<file path="config.mk">
export PLATFORM = sky130hd
export DESIGN_NAME = conv_result_serializer
export DESIGN_NICKNAME = d
export VERILOG_FILES = /design/src/rtl/conv_result_serializer.sv
export SDC_FILE = /design/constraint.sdc
export NUM_CORES = 1
export LEC_CHECK = 0
export ABC_AREA = 1
export CAP_MARGIN = 30
export CORE_ASPECT_RATIO = 0.6
export CORE_MARGIN = 4
export CORE_UTILIZATION = 45
export DETAILED_ROUTE_END_ITERATION = 12
export PLACE_DENSITY = 0.81
export SETUP_SLACK_MARGIN = 0.3
export SYNTH_ARGS = -nofsm -noshare
export SYNTH_HDL_FRONTEND = slang
export SYNTH_SLANG_ARGS = --single-unit
</file>
<file path="constraint.sdc">
create_clock -name clk -period 2.9 [get_ports clk]
set_input_delay 0.725 -clock clk [delete_from_list [all_inputs] [get_ports clk]]
set_output_delay 0.725 -clock clk [all_outputs]
set_load 0.01 [all_outputs]
</file>
<file path="src/rtl/conv_result_serializer.sv">
// Captures one frame of parallel convolution results and streams it out one word
// per valid/ready transfer, with word index, last flag and a running checksum.
module conv_result_serializer #(
    parameter int N_OUT = 15,
    parameter int W     = 4,
    parameter int IDX_W = 4,
    parameter int CK_W  = 8
) (
    input  logic               clk,
    input  logic               rst_n,
    input  logic [N_OUT*W-1:0] y_flat,
    input  logic               start,
    input  logic               abort,
    output logic               busy,
    output logic               m_valid,
    input  logic               m_ready,
    output logic [W-1:0]       m_data,
    output logic [IDX_W-1:0]   m_index,
    output logic               m_last,
    output logic               done,
    output logic [CK_W-1:0]    checksum,
    output logic               dbg_state_o
);

    // Handshake: a word moves when m_valid && m_ready at a rising edge; while
    // m_valid is high and m_ready low, m_data/m_index/m_last hold unchanged.

    typedef enum logic {
        S_IDLE = 1'b0,
        S_SEND = 1'b1
    } state_e;

    localparam logic [IDX_W-1:0] LAST_IDX = IDX_W'(N_OUT - 1);

    state_e             state_q, state_d;
    logic [N_OUT*W-1:0] cap_q, cap_d;
    logic [IDX_W-1:0]   idx_q, idx_d;
    logic [CK_W-1:0]    ck_q, ck_d;
    logic               done_q, done_d;

    logic               sending;
    logic               is_last;
    logic [W-1:0]       cur_word;

    assign sending  = (state_q == S_SEND);
    assign is_last  = (idx_q == LAST_IDX);
    assign cur_word = cap_q[int'(idx_q)*W +: W];

    always_ff @(posedge clk or negedge rst_n) begin
        if (!rst_n) begin
            state_q <= S_IDLE;
            cap_q   <= '0;
            idx_q   <= '0;
            ck_q    <= '0;
            done_q  <= 1'b0;
        end else begin
            state_q <= state_d;
            cap_q   <= cap_d;
            idx_q   <= idx_d;
            ck_q    <= ck_d;
            done_q  <= done_d;
        end
    end

    always_comb begin
        state_d = state_q;
        cap_d   = cap_q;
        idx_d   = idx_q;
        ck_d    = ck_q;
        done_d  = 1'b0;
        case (state_q)
            S_IDLE: begin
                // abort outranks start, so a simultaneous pair captures nothing
                if (start && !abort) begin
                    cap_d   = y_flat;
                    idx_d   = '0;
                    ck_d    = '0;
                    state_d = S_SEND;
                end
            end
            S_SEND: begin
                if (abort) begin
                    state_d = S_IDLE;
                end else if (m_ready) begin
                    ck_d = ck_q + CK_W'(cur_word);
                    if (is_last) begin
                        state_d = S_IDLE;
                        done_d  = 1'b1;
                    end else begin
                        idx_d = idx_q + 1'b1;
                    end
                end
            end
            default: state_d = S_IDLE;
        endcase
    end

    assign busy        = sending;
    assign m_valid     = sending;
    assign m_data      = sending ? cur_word : '0;
    assign m_index     = sending ? idx_q : '0;
    assign m_last      = sending && is_last;
    assign done        = done_q;
    assign checksum    = ck_q;
    assign dbg_state_o = state_q;

endmodule
</file>
==> results of run 1 <==
[layer usage]
layer  vias to the layer above  global-route usage
li1                       1765                   -
met1                      1654               0.317
met2                       179               0.295
met3                        23              0.0602
met4                         0              0.0689
met5                         -                   0
[cells by family (layout without fill, tap and decap cells)]
| group | after synthesis | count (layout) | synth area share |
|---|---|---|---|
| XOR/XNOR | 2 | 2 | 0.00450 |
| buffers and inverters | 88 | 178 | 0.114 |
| adder cells (fa/ha/maj) | 7 | 7 | 0.0244 |
| flip-flops | 74 | 74 | 0.476 |
| AND/OR/NAND/NOR | 286 | 286 | 0.302 |
| AO/OA/AOI/OAI | 59 | 59 | 0.0784 |
[cell usage in the layout (no fill, tap or decap), types with 2 or more instances in the layout]
cell	synthesis	final
buf_6	11	2
clkbuf_2	0	2
clkinvlp_4	0	3
buf_4	4	7
a22o_1	2	2
o21ai_0	36	36
dfrtp_1	74	74
nand2_2	3	3
clkbuf_16	0	9
inv_1	56	55
clkdlybuf4s50_1	0	79
buf_12	0	5
nor2_1	5	5
nand4_1	2	2
inv_2	4	5
clkdlybuf4s15_1	0	2
nand2_1	229	229
xnor2_1	2	2
nand3_1	40	40
inv_4	2	2
ha_1	6	6
o21ai_1	11	11
clkinv_4	0	2
a21oi_1	9	9
nor3_1	2	2
[worst register-to-register path, stage by stage, from the launching register on]
cell	delay, ns
dfrtp_1	0.42
inv_2	0.15
buf_8	0.16
nand2_1	0.06
nand3_1	0.07
nand2_1	0.06
nand2_1	0.05
nand2_1	0.05
inv_1	0.07
nand2_1	0.07
ha_1	0.22
fa_1	0.43
nand3_1	0.10
nand3_1	0.09
nand2_1	0.09
o21ai_0	0.07
a21oi_1	0.13
[what timing repair did]
action	4_1_cts	5_1_grt
hold buffers	0	0
gates resized for setup	8	8
endpoints found under the setup margin	5	5
buffers inserted	3	0
[final timing paths]
kind                       cells past startpoint          end
max in group asynchronous                      2    cap_q[59]
min in group clk                               2    cap_q[40]
max reg2reg                                   16  checksum[4]
min reg2reg                                    2    cap_q[40]
max                                           10    m_data[2]
min                                            2    cap_q[50]
[final cells by class]
cell class                      count  area [um2]
Timing Repair Buffer              100        1030
Sequential cell                    74        1850
Clock inverter                      7        78.8
Clock buffer                        9         225
Inverter                           62         238
Multi-Input combinational cell    354        1600
Tap cell                          108         135
Fill cell                         717        2980
[power by group]
group	leakage (nW)	total, W	switching [W]	internal (W)
combinational	1.54	0.00103	0.000578	0.000453
clock	0.138	0.00111	0.000443	0.000671
sequential	0.931	0.00135	0.000118	0.00123
total	2.61	0.00349	0.00114	0.00235
[state kept, by name, summed over array words and instances, names as in the netlist]
name / cells
done: 1
idx_q: 4
busy: 1
cap_q: 60
checksum: 8
[metrics by stage]
step | power, W | hold slack [ns]
after floorplan | 0.00198 | 0.429
after global placement | 0.00232 | 0.465
after detailed placement | 0.00237 | 0.467
after CTS | 0.00350 | 0.427
after global routing | 0.00371 | 0.439
final | 0.00349 | 0.410
==> out/metrics.yaml, run 1 <==
track_usage: 0.213
dpl_cell_area_um2: 4820
min_period_ns: 2.56
cp.required_ns: 2.17
hpwlAfterDp_mm: 7.60
post-route-drc-count: 0
cts_tree: "built"
via_per_inst: 5.07
cts-root-buf: "clkbuf_16"
clock_latency_ns: 0.33
pin_count: 86
syn_to_final_growth_pct: 32.4
worst_path_max_delay_cell: "dfrtp_1"
synth_cell_types: 27
synth_fp_nets: 588
post-place-ws_ns: 0.254
hp-class: "input port to asynchronous set/reset pin"
wl_met2_mm: 4.22
gp_congestion: 0.946
dr_wl_met3_um: 868
drtPass1Iterations: 5
synthTopCellsByArea: "dfrtp_1 48%, nand2_1 22%, inv_1 5.4%"
drv_slew: 0
numCtsBuffers: 9
worstSetupPathType: "flop to output port"
wl_per_cell_um: 14.3
finalCritPeriodShare: 0.884
r2r_slack_ns: 0.54
worstMarginPinSlew_ns: 0.495
drtIter0Drc: 296
cts-htree-levels: 3
clockBufferDepth: 2
tns_ns: 0
netlist_instances: 516
p_per_area_nw_per_um2: 678
synth_top_area_share: 0.476
leakagePower_nw: 2.61
rsz0062_at_grt: "yes"
grt_pass1_wl_mm: 17.0
critPathBufInv: 3
synth_commonest_cells: "229 x nand2_1, 74 x dfrtp_1, 56 x inv_1"
core_um2: 8130
cap_violations: 0
clk_pin_slew_worst_paths_ns: 0.06
status: "complete, no violations"
synth.avg_cell_area_um2: 7.54
critical_path.endpoint_type: "output port"
cp.arrival_ns: 1.84
fmax_mhz: 390
die_h_um: 80.0
ant_nets: 0
final_cell_area_um2: 5150
grt_max_degree: 75
maxUsedRoutingLayer: "met4"
start_kind: "flop"
design.final.nets: 673
utilization: 0.634
ir_drop_uv: 363
yosysWarnings: 0
fp-row-count: 25
drt-met1-wl_mm: 4.94
die_w_um: 128
ys_seq_elements: 74
antenna_cells: 0
synth_edf_count: 0
async_flop_share: 1.00
path_delay_family: "buffers and inverters"
cts_sinks: 74
critPathLaunch: "idx_q[0]"
grt_pass1_vias: 3461
clock_skew_ns: 0.00534
r2r_start: "idx_q[0]"
fin_cells: 714
drive_above_1_share: 0.0809
worstPathCellList: "buf_6 -> nand2_1 -> nand2_1 -> nand2_1 -> nand2_1 -> nand2_1 -> nand2_1 -> inv_1 -> a21oi_1 -> clkdlybuf4s15_1"
max_slew_margin: 0.670
initial_core_util: 0.479
hold_viol_final: 0
setup_viol: 0
path_max_fanout: 20
synth_most_common_cell: "nand2_1"
die-area_um2: 10300
ys_seq_area_frac: 0.476
cp_slowest_stage_delay_ns: 0.41
layout_setup_ws_ns: 0.336
synth_area_leader_cell: "dfrtp_1"
cp_common_cell: "nand2_1"
overflow: 0
mappedNetlistArea_um2: 3890
dpl.cell_count: 695
antenna_found_initial: 0
wirelength_mm: 10.2
ys.flop_type: "dfrtp_1"
vias: 3621
numPortBuffers: 85
No activity file was read; power rests on OpenSTA's default activity.
==> run 2: changes to the inputs <==
Settings changed: CTS_BUF_LIST from default to sky130_fd_sc_hd__clkbuf_4 sky130_fd_sc_hd__clkbuf_8.
==> run 2 against run 1 <==
  * Utilization fell by 1.2 points
  * Sequential share of layout area rose by 0.68 points
  * Via count fell by 0.17%
  * First-iteration DRC count rose by 7.4%
==> out/metrics.yaml, run 2 (same netlist as run 1, synthesis figures left out) <==
status: "complete, no violations"
cts-root-buf: "clkbuf_8"
worstPathCellList: "inv_2 -> buf_8 -> nand2_1 -> nand3_1 -> nand2_1 -> nand2_1 -> nand2_1 -> inv_1 -> a21oi_1 -> buf_2"
max_slew_margin: 0.670  # about the same
numPortBuffers: 85  # unchanged
p_comb_frac: 0.326  # +0.031
clock_skew_ns: 0.00653  # +0.00118 ns
final_cell_area_um2: 5060  # -1.8%
die-area_um2: 10300  # unchanged
initial_core_util: 0.479  # unchanged
cts-htree-levels: 3  # unchanged
track_usage: 0.214  # +0.000715
worstMarginPinSlew_ns: 0.494  # -0.000847 ns
dpl_cell_area_um2: 4820  # unchanged
grt_pass1_vias: 3461  # unchanged
fmax_mhz: 404  # +3.6%
n_fill_cell: 736  # +2.6%
cts_sinks: 74  # unchanged
leakagePower_nw: 2.56  # -2.0%
wirelength_mm: 10.3  # +0.83%
cts_tree: "built"
rsz0062_at_grt: "yes"
setup_viol: 0  # unchanged
clk_pin_slew_worst_paths_ns: 0.08  # +0.02 ns
cp.required_ns: 2.17  # about the same
tns_ns: 0  # unchanged
syn_to_final_growth_pct: 29.9
cp_common_cell: "nand2_1"
p_per_area_nw_per_um2: 634  # -6.5%
hp-class: "input port to asynchronous set/reset pin"
pin_count: 86  # unchanged
drive_above_1_share: 0.0858  # +0.00495
start_kind: "flop"
ir_drop_uv: 312  # -14%
top_register: "cap_q"
min_period_ns: 2.48  # -0.0884 ns
grt_pass1_wl_mm: 17.0  # -0.12%
p_switching_w: 0.00111  # -2.2%
antenna_found_initial: 0  # unchanged
cap_violations: 0  # unchanged
design.final.nets: 673  # unchanged
p_total_w: 0.00321  # -8.2%
cp.arrival_ns: 1.75  # -0.09 ns
vias: 3615  # -0.17%
drv_slew: 0  # unchanged
core_um2: 8130  # unchanged
hold_viol_final: 0  # unchanged
clock_latency_ns: 0.36  # +0.03 ns
fp-row-count: 25  # unchanged
p_int_w: 0.00209  # -11%
holdWs_ns: 0.376  # -0.0345 ns
via_per_inst: 5.06  # -0.17%
die_h_um: 80.0  # unchanged
critical_path.endpoint_type: "output port"
grt_max_degree: 75  # unchanged
p_sw_frac: 0.348  # +0.0215
hpwlAfterDp_mm: 7.60  # unchanged
final_common_cell: "nand2_1"
clockBufferDepth: 2  # unchanged
drtPass1Iterations: 7  # +2
finalCritPeriodShare: 0.854  # -0.0305
largest_reg_flops: 60  # unchanged
numCtsBuffers: 9  # unchanged
pwr-share-seq: 0.420  # +0.034
clock_power_share: 0.254  # -0.065
worst_path_max_delay_cell: "dfrtp_1"
drtIter0Drc: 318  # +7.4%
holdBufCountCts: 0  # unchanged
layout_common_cells: "229 x nand2_1, 79 x clkdlybuf4s50_1, 74 x dfrtp_1"
gp_congestion: 0.946  # unchanged
antenna_cells: 0  # unchanged
overflow: 0  # unchanged
ant_nets: 0  # unchanged
worstSetupPathType: "flop to output port"
path_max_fanout: 15  # -25%
die_w_um: 128  # unchanged
wl_per_cell_um: 14.4  # +0.83%
cp_slowest_stage_delay_ns: 0.43  # +0.02 ns
post-route-drc-count: 0  # unchanged
run 2: final cells by class:
| class | instances | area (um2) | area share |
|---|---|---|---|
| Clock inverter | 7 | 78.8 | 0.0156 |
| Tap cell | 108 | 135 | 0.0267 |
| Clock buffer | 9 | 124 | 0.0245 |
| Timing Repair Buffer | 100 | 1030 | 0.204 |
| Sequential cell | 74 | 1850 | 0.366 |
| Inverter | 62 | 238 | 0.0470 |
| Multi-Input combinational cell | 354 | 1600 | 0.316 |
run 2: path summary, 6_finish.rpt:
kind                           start  cells after the start     endpoint  slack (ns)
min reg2reg                cap_q[44]                      2    cap_q[44]        0.49
min in group clk           cap_q[44]                      2    cap_q[44]        0.49
max in group asynchronous      rst_n                      2    cap_q[44]        2.20
max reg2reg                 idx_q[0]                     16  checksum[4]        0.54
max                         idx_q[0]                     10    m_data[3]        0.42
min                            rst_n                      2    cap_q[50]        0.38
run 2: metrics by stage:
step	setup slack, ns	std cells	util
global placement	0.324	695	0.592
global route	0.243	714	0.622
detailed placement	0.254	695	0.592
floorplan	0.864	516	-
finish	0.424	714	0.622
CTS	0.296	714	0.623
run 2: repair_timing:
| action | CTS | global route |
|---|---|---|
| endpoints found under the setup margin | 5 | 4 |
| gates cloned | 0 | 0 |
| pin swaps | 0 | 1 |
| resized for setup | 16 | 8 |
| setup buffers | 3 | 0 |
run 2: per-layer routing:
metal  up-vias  GRT usage  part of all wire
li1       1766          -                 -
met1      1654      0.314              0.47
met2       176      0.297              0.41
met3        19     0.0595             0.095
met4         0     0.0784             0.016
met5         -          0                 0
run 2: worst max-delay path: cells and delay by family (launching register included):
family	cells	cell delay, ns
AO/OA/AOI/OAI	1	0.15
buffers and inverters	4	0.48
flip-flops	1	0.43
AND/OR/NAND/NOR	5	0.35
run 2: power groups by stage:
| stage | Combinational, W | Clock [W] | Sequential (W) |
|---|---|---|---|
| 2_1_floorplan | 0.000647 | 0 | 0.00134 |
| 3_3_place_gp | 0.000963 | 0 | 0.00135 |
| 3_5_place_dp | 0.00100 | 0 | 0.00136 |
| 4_1_cts | 0.00104 | 0.000829 | 0.00134 |
| 5_1_grt | 0.00116 | 0.000881 | 0.00137 |
| 6_report | 0.00105 | 0.000813 | 0.00135 |
==> run 3: changes to the inputs <==
Settings changed: CORE_MARGIN 4 to default, MAX_ROUTING_LAYER from default to met4.
==> run 3 against run 2 <==
  * Clock-buffer cell count increased by 3
  * Non-clock buffer count shrank 4
  * Clock skew increased by 0.0022 ns
==> out/metrics.yaml, run 3 (same netlist as run 1, synthesis figures left out) <==
status: "complete, no violations"
wirelength_mm: 10.1  # -1.5%
cts-htree-levels: 3  # unchanged
clk_pin_slew_worst_paths_ns: 0.07  # about the same
wl_per_cell_um: 14.3  # -0.71%
max_slew_margin: 0.719  # +0.0487
start_kind: "flop"
antenna_found_initial: 0  # unchanged
cts_tree: "built"
post-route-drc-count: 0  # unchanged
antenna_cells: 0  # unchanged
cp.required_ns: 2.17  # about the same
cts-root-buf: "clkbuf_8"
die_w_um: 122  # -4.7%
ir_drop_uv: 346  # +11%
min_period_ns: 2.51  # +0.0354 ns
final_cell_area_um2: 5030  # -0.45%
hpwlAfterDp_mm: 7.43  # -2.2%
syn_to_final_growth_pct: 29.3
initial_core_util: 0.479  # unchanged
cp_common_cell: "nand2_1"
track_usage: 0.253  # +0.0395
gp_congestion: 0.996  # +5.3%
critPathLaunch: "idx_q[0]"
pin_count: 86  # unchanged
top_register: "cap_q"
vias: 3584  # -0.86%
n_fill_cell: 723  # -1.8%
overflow: 0  # unchanged
numCtsBuffers: 9  # unchanged
cap_violations: 0  # unchanged
r2r_slack_ns: 0.53  # about the same
grt_max_degree: 75  # unchanged
layout_common_cells: "229 x nand2_1, 79 x clkdlybuf4s50_1, 72 x dfrtp_1"
drtPass1Iterations: 5  # -2
rsz0062_at_grt: "yes"
clock_latency_ns: 0.36  # about the same
cp_slowest_stage_delay_ns: 0.44  # about the same
finalCritPeriodShare: 0.866  # +0.0122
path_max_fanout: 6  # -9
final_common_cell: "nand2_1"
r2r_start: "idx_q[0]"
tns_ns: 0  # unchanged
clock_skew_ns: 0.00873  # +0.00221 ns
worst_path_max_delay_cell: "dfrtp_2"
hp-class: "input port to asynchronous set/reset pin"
clockBufferDepth: 2  # unchanged
grt_pass1_wl_mm: 16.5  # -2.8%
core_um2: 8130  # unchanged
grt_pass1_vias: 3421  # -1.2%
cts_sinks: 74  # unchanged
ant_nets: 0  # unchanged
fp-row-count: 25  # unchanged
p_per_area_nw_per_um2: 657  # +3.6%
via_per_inst: 5.06  # about the same
dpl_cell_area_um2: 4750  # -1.4%
die-area_um2: 9040  # -12%
drive_above_1_share: 0.0817  # -0.00414
setup_viol: 0  # unchanged
leakagePower_nw: 2.56  # -0.14%
worstPathCellList: "buf_4 -> nor2_4 -> nand2_1 -> nand2_1 -> nand2_1 -> nand2_1 -> inv_1 -> a21oi_1 -> buf_2"
cp.arrival_ns: 1.79  # +0.04 ns
largest_reg_flops: 60  # unchanged
p_total_w: 0.00331  # +3.2%
drv_slew: 0  # unchanged
worstMarginPinSlew_ns: 0.421  # -0.0724 ns
die_h_um: 74.0  # -7.5%
fmax_mhz: 398  # -1.4%
design.final.nets: 669  # -0.59%
critical_path.endpoint_type: "output port"
hold_viol_final: 0  # unchanged
numPortBuffers: 85  # unchanged
drtIter0Drc: 286  # -10%
worstSetupPathType: "flop to output port"
==> run 3: changes by cell type in the layout (fill, tap and decap cells not counted), sizes merged <==
cell	delta
inv	-1
bufinv	+1
clkinv	-2
clkinvlp	-3
buf	-7
clkbuf	+6
==> run 3: critical path: cells and delay by family, from the launching register on <==
| kind | cells | cell delay, ns |
|---|---|---|
| AOI/OAI and AO/OA | 1 | 0.18 |
| buffers and inverters | 3 | 0.39 |
| and+or+nand+nor | 5 | 0.42 |
| DFF | 1 | 0.44 |
==> run 3: final cells by class <==
cell class              instances  area [um2]  area share
clock buffers                  12         165      0.0328
clock inverters                 2        60.1      0.0119
inverters                      62         243      0.0482
multi-input cells             354        1600       0.318
flip-flops and latches         74        1850       0.368
well taps                     108         135      0.0268
repair buffers                 96         975       0.194
==> run 3: repair_timing <==
item                                    in CTS  in global routing
pin swaps                                    0                  1
setup buffers                                2                  0
resized for setup                           14                 14
gates cloned                                 0                  1
endpoints found under the setup margin       5                  4
hold buffers                                 0                  0
==> run 3: report_power, final <==
part	switching (W)	internal (W)
registers	0.000121	0.00123
logic	0.000589	0.000454
clock network	0.000369	0.000546
total	0.00108	0.00223
==> run 3: final timing paths <==
path	to	depth (start not counted)
worst max-delay path	m_data[2]	9
worst min register to register	cap_q[13]	2
min in group clk	cap_q[13]	2
worst max register to register	checksum[4]	16
max in group asynchronous	cap_q[45]	2
worst min-delay path	cap_q[54]	2
==> run 3: per-stage QoR <==
step            util  cells  setup WS (ns)  hold WS [ns]
5_1_grt        0.619    708          0.284         0.408
4_1_cts        0.616    707          0.251         0.401
6_report       0.619    708          0.389         0.354
3_3_place_gp   0.584    691          0.372         0.466
3_5_place_dp   0.584    691          0.341         0.466
2_1_floorplan      -    516          0.864         0.429
==> run 3: metal layers <==
metal  global-route usage  vias up  routed length (um)
li1                     -     1758                   -
met1                0.363     1668                4980
met2                0.345      147                4190
met3               0.0698       11                 857
met4               0.0759        0                 104
met5                    -        -                   0
==> RTL change (flow settings as in run 2) <==
Register the output `dbg_state_o` once more; this adds one clock of latency there. The other outputs are not delayed to match.
--- a/src/rtl/conv_result_serializer.sv
+++ b/src/rtl/conv_result_serializer.sv
@@ -103,5 +103,7 @@
     assign done        = done_q;
     assign checksum    = ck_q;
-    assign dbg_state_o = state_q;
+    always_ff @(posedge clk) begin
+        dbg_state_o <= state_q;
+    end
 
 endmodule
Formal check against the unedited RTL: not equivalent (Yosys sat finds a counterexample within 4 cycles, from zero or initial values and one cycle with rst_n low).
==> RTL change against run 2 <==
Cell area up 0.40%; total power up 3.9%; die area up 0.29%; synthesized area up 0.32%; wire length up 1.5%; count of clock-buffer cells in the layout up 3; first-iteration DRC count down 21%; clock power up 13%; sequential share of layout area up 0.30 points; worst setup slack worse by 0.080 ns; clock skew up 0.0012 ns; sequential cell count up 1.
==> RTL change: results (changes against run 2) <==
metric,value,unit,change
period_share,88.14,%,+2.8 points
finClkSkew,0.007760,ns,+0.001234 ns
fillers,741,,+0.68%
status,"complete, no violations",,
slew_headroom,72.05,%,+5.0 points
numCtsBuffers,9,,unchanged
post-place-cells,693,,-0.29%
cts_root_buf,clkbuf_8,,
wl_per_cell,14.66,um,+1.7%
async_reset_ff_share,98.67,%,-1.3 points
irDropWorstVdd,0.0004249,V,+36%
switchingPower,1.086,mW,-2.5%
crit_arrival,1.83,ns,+0.08 ns
drt_iter0_markers,251,,-21%
m1WireLength,5178,um,+6.2%
cts_setup_buffers,3,,unchanged
grt_use_met2,30.79,%,+1.1 points
wl_met2,4260,um,-0.28%
first_pass_iters,5,,-2
cts_resized,15,,-1
seq_area_frac_synth,47.93,%,+0.36 points
synth_compound_area_share,7.818,%,-0.025 points
fin_nets,672,,-0.15%
yosys.area_share.adder,2.435,%,-0.0078 points
synthTopCellsByArea,"dfrtp_1, nand2_1, inv_1, nand3_1, o21ai_0",,
synth_xor_area_share,0.4486,%,-0.0014 points
critPathMaxStageDelay,0.46,ns,+0.03 ns
ys_types,28,,+3.7%
drive_gt1_share,8.926,%,+0.34 points
wl_met3,823,um,-16%
globalplace.congestion,0.9186,,-2.9%
grtUsageMet3,6.645,%,+0.70 points
grt_usage,21.33,%,-0.026 points
ff2ff_setup_slack,0.50,ns,-0.04 ns
grt_pass1_vias,3556,,+2.7%
via_per_inst,4.997,,-1.3%
syn_to_final_growth,30.02,%,about the same
leakage,2.588,nW,+1.1%
grt_pass1_wl,17290,um,+2.0%
use_met1,30.76,%,-0.68 points
## RTL change: changes by cell type after synthesis
| cell | delta |
|---|---|
| dfxtp_1 | +1 |
| buf_4 | -1 |
## RTL change: layout make-up
type                       count  area (sq um)  area share [%]
clock inverter                 4         72.57           1.429
inverter                      62         240.2           4.731
sequential                    75          1874           36.91
timing repair buffer          98         988.4           19.47
multi-input combinational    354          1608           31.67
clock buffer                  12         158.9           3.130
tap                          108         135.1           2.661
## RTL change: per-stage QoR
| stage | hold WS [ns] | power [mW] | instance area, sq um |
|---|---|---|---|
| 5_1_grt | 0.3145 | 3.534 | 5077 |
| 2_1_floorplan | 0.4294 | 1.998 | 3905 |
| 3_5_place_dp | 0.4682 | 2.365 | 4766 |
| 3_3_place_gp | 0.4692 | 2.323 | 4766 |
| 4_1_cts | 0.2875 | 3.313 | 5045 |
| 6_report | 0.2951 | 3.329 | 5077 |
## RTL change: worst paths after layout
kind | cells after the start | endpoint
worst max-delay path | 11 | m_data[0]
worst min-delay path | 1 | cap_q[16]
worst max register to register | 16 | checksum[4]
worst min register to register | 2 | cap_q[31]
max in group asynchronous | 2 | idx_q[0]
min in group clk | 2 | cap_q[31]
## RTL change: power groups by stage
stage               Clock [mW]  Combinational [mW]  Sequential, mW
finish                   0.917                1.05            1.37
global route             0.979                1.16            1.39
CTS                      0.936                1.02            1.36
detailed placement           0               0.988            1.38
global placement             0               0.952            1.37
floorplan                    0               0.644            1.35
## RTL change: cells by family (layout without fill, tap and decap cells)
group | after synthesis | count (layout)
AND/OR/NAND/NOR | 286 | 286
buffers and inverters | 87 | 176
flip-flops | 75 | 75
AO/OA/AOI/OAI | 59 | 59
adder cells (fa/ha/maj) | 7 | 7
XOR/XNOR | 2 | 2
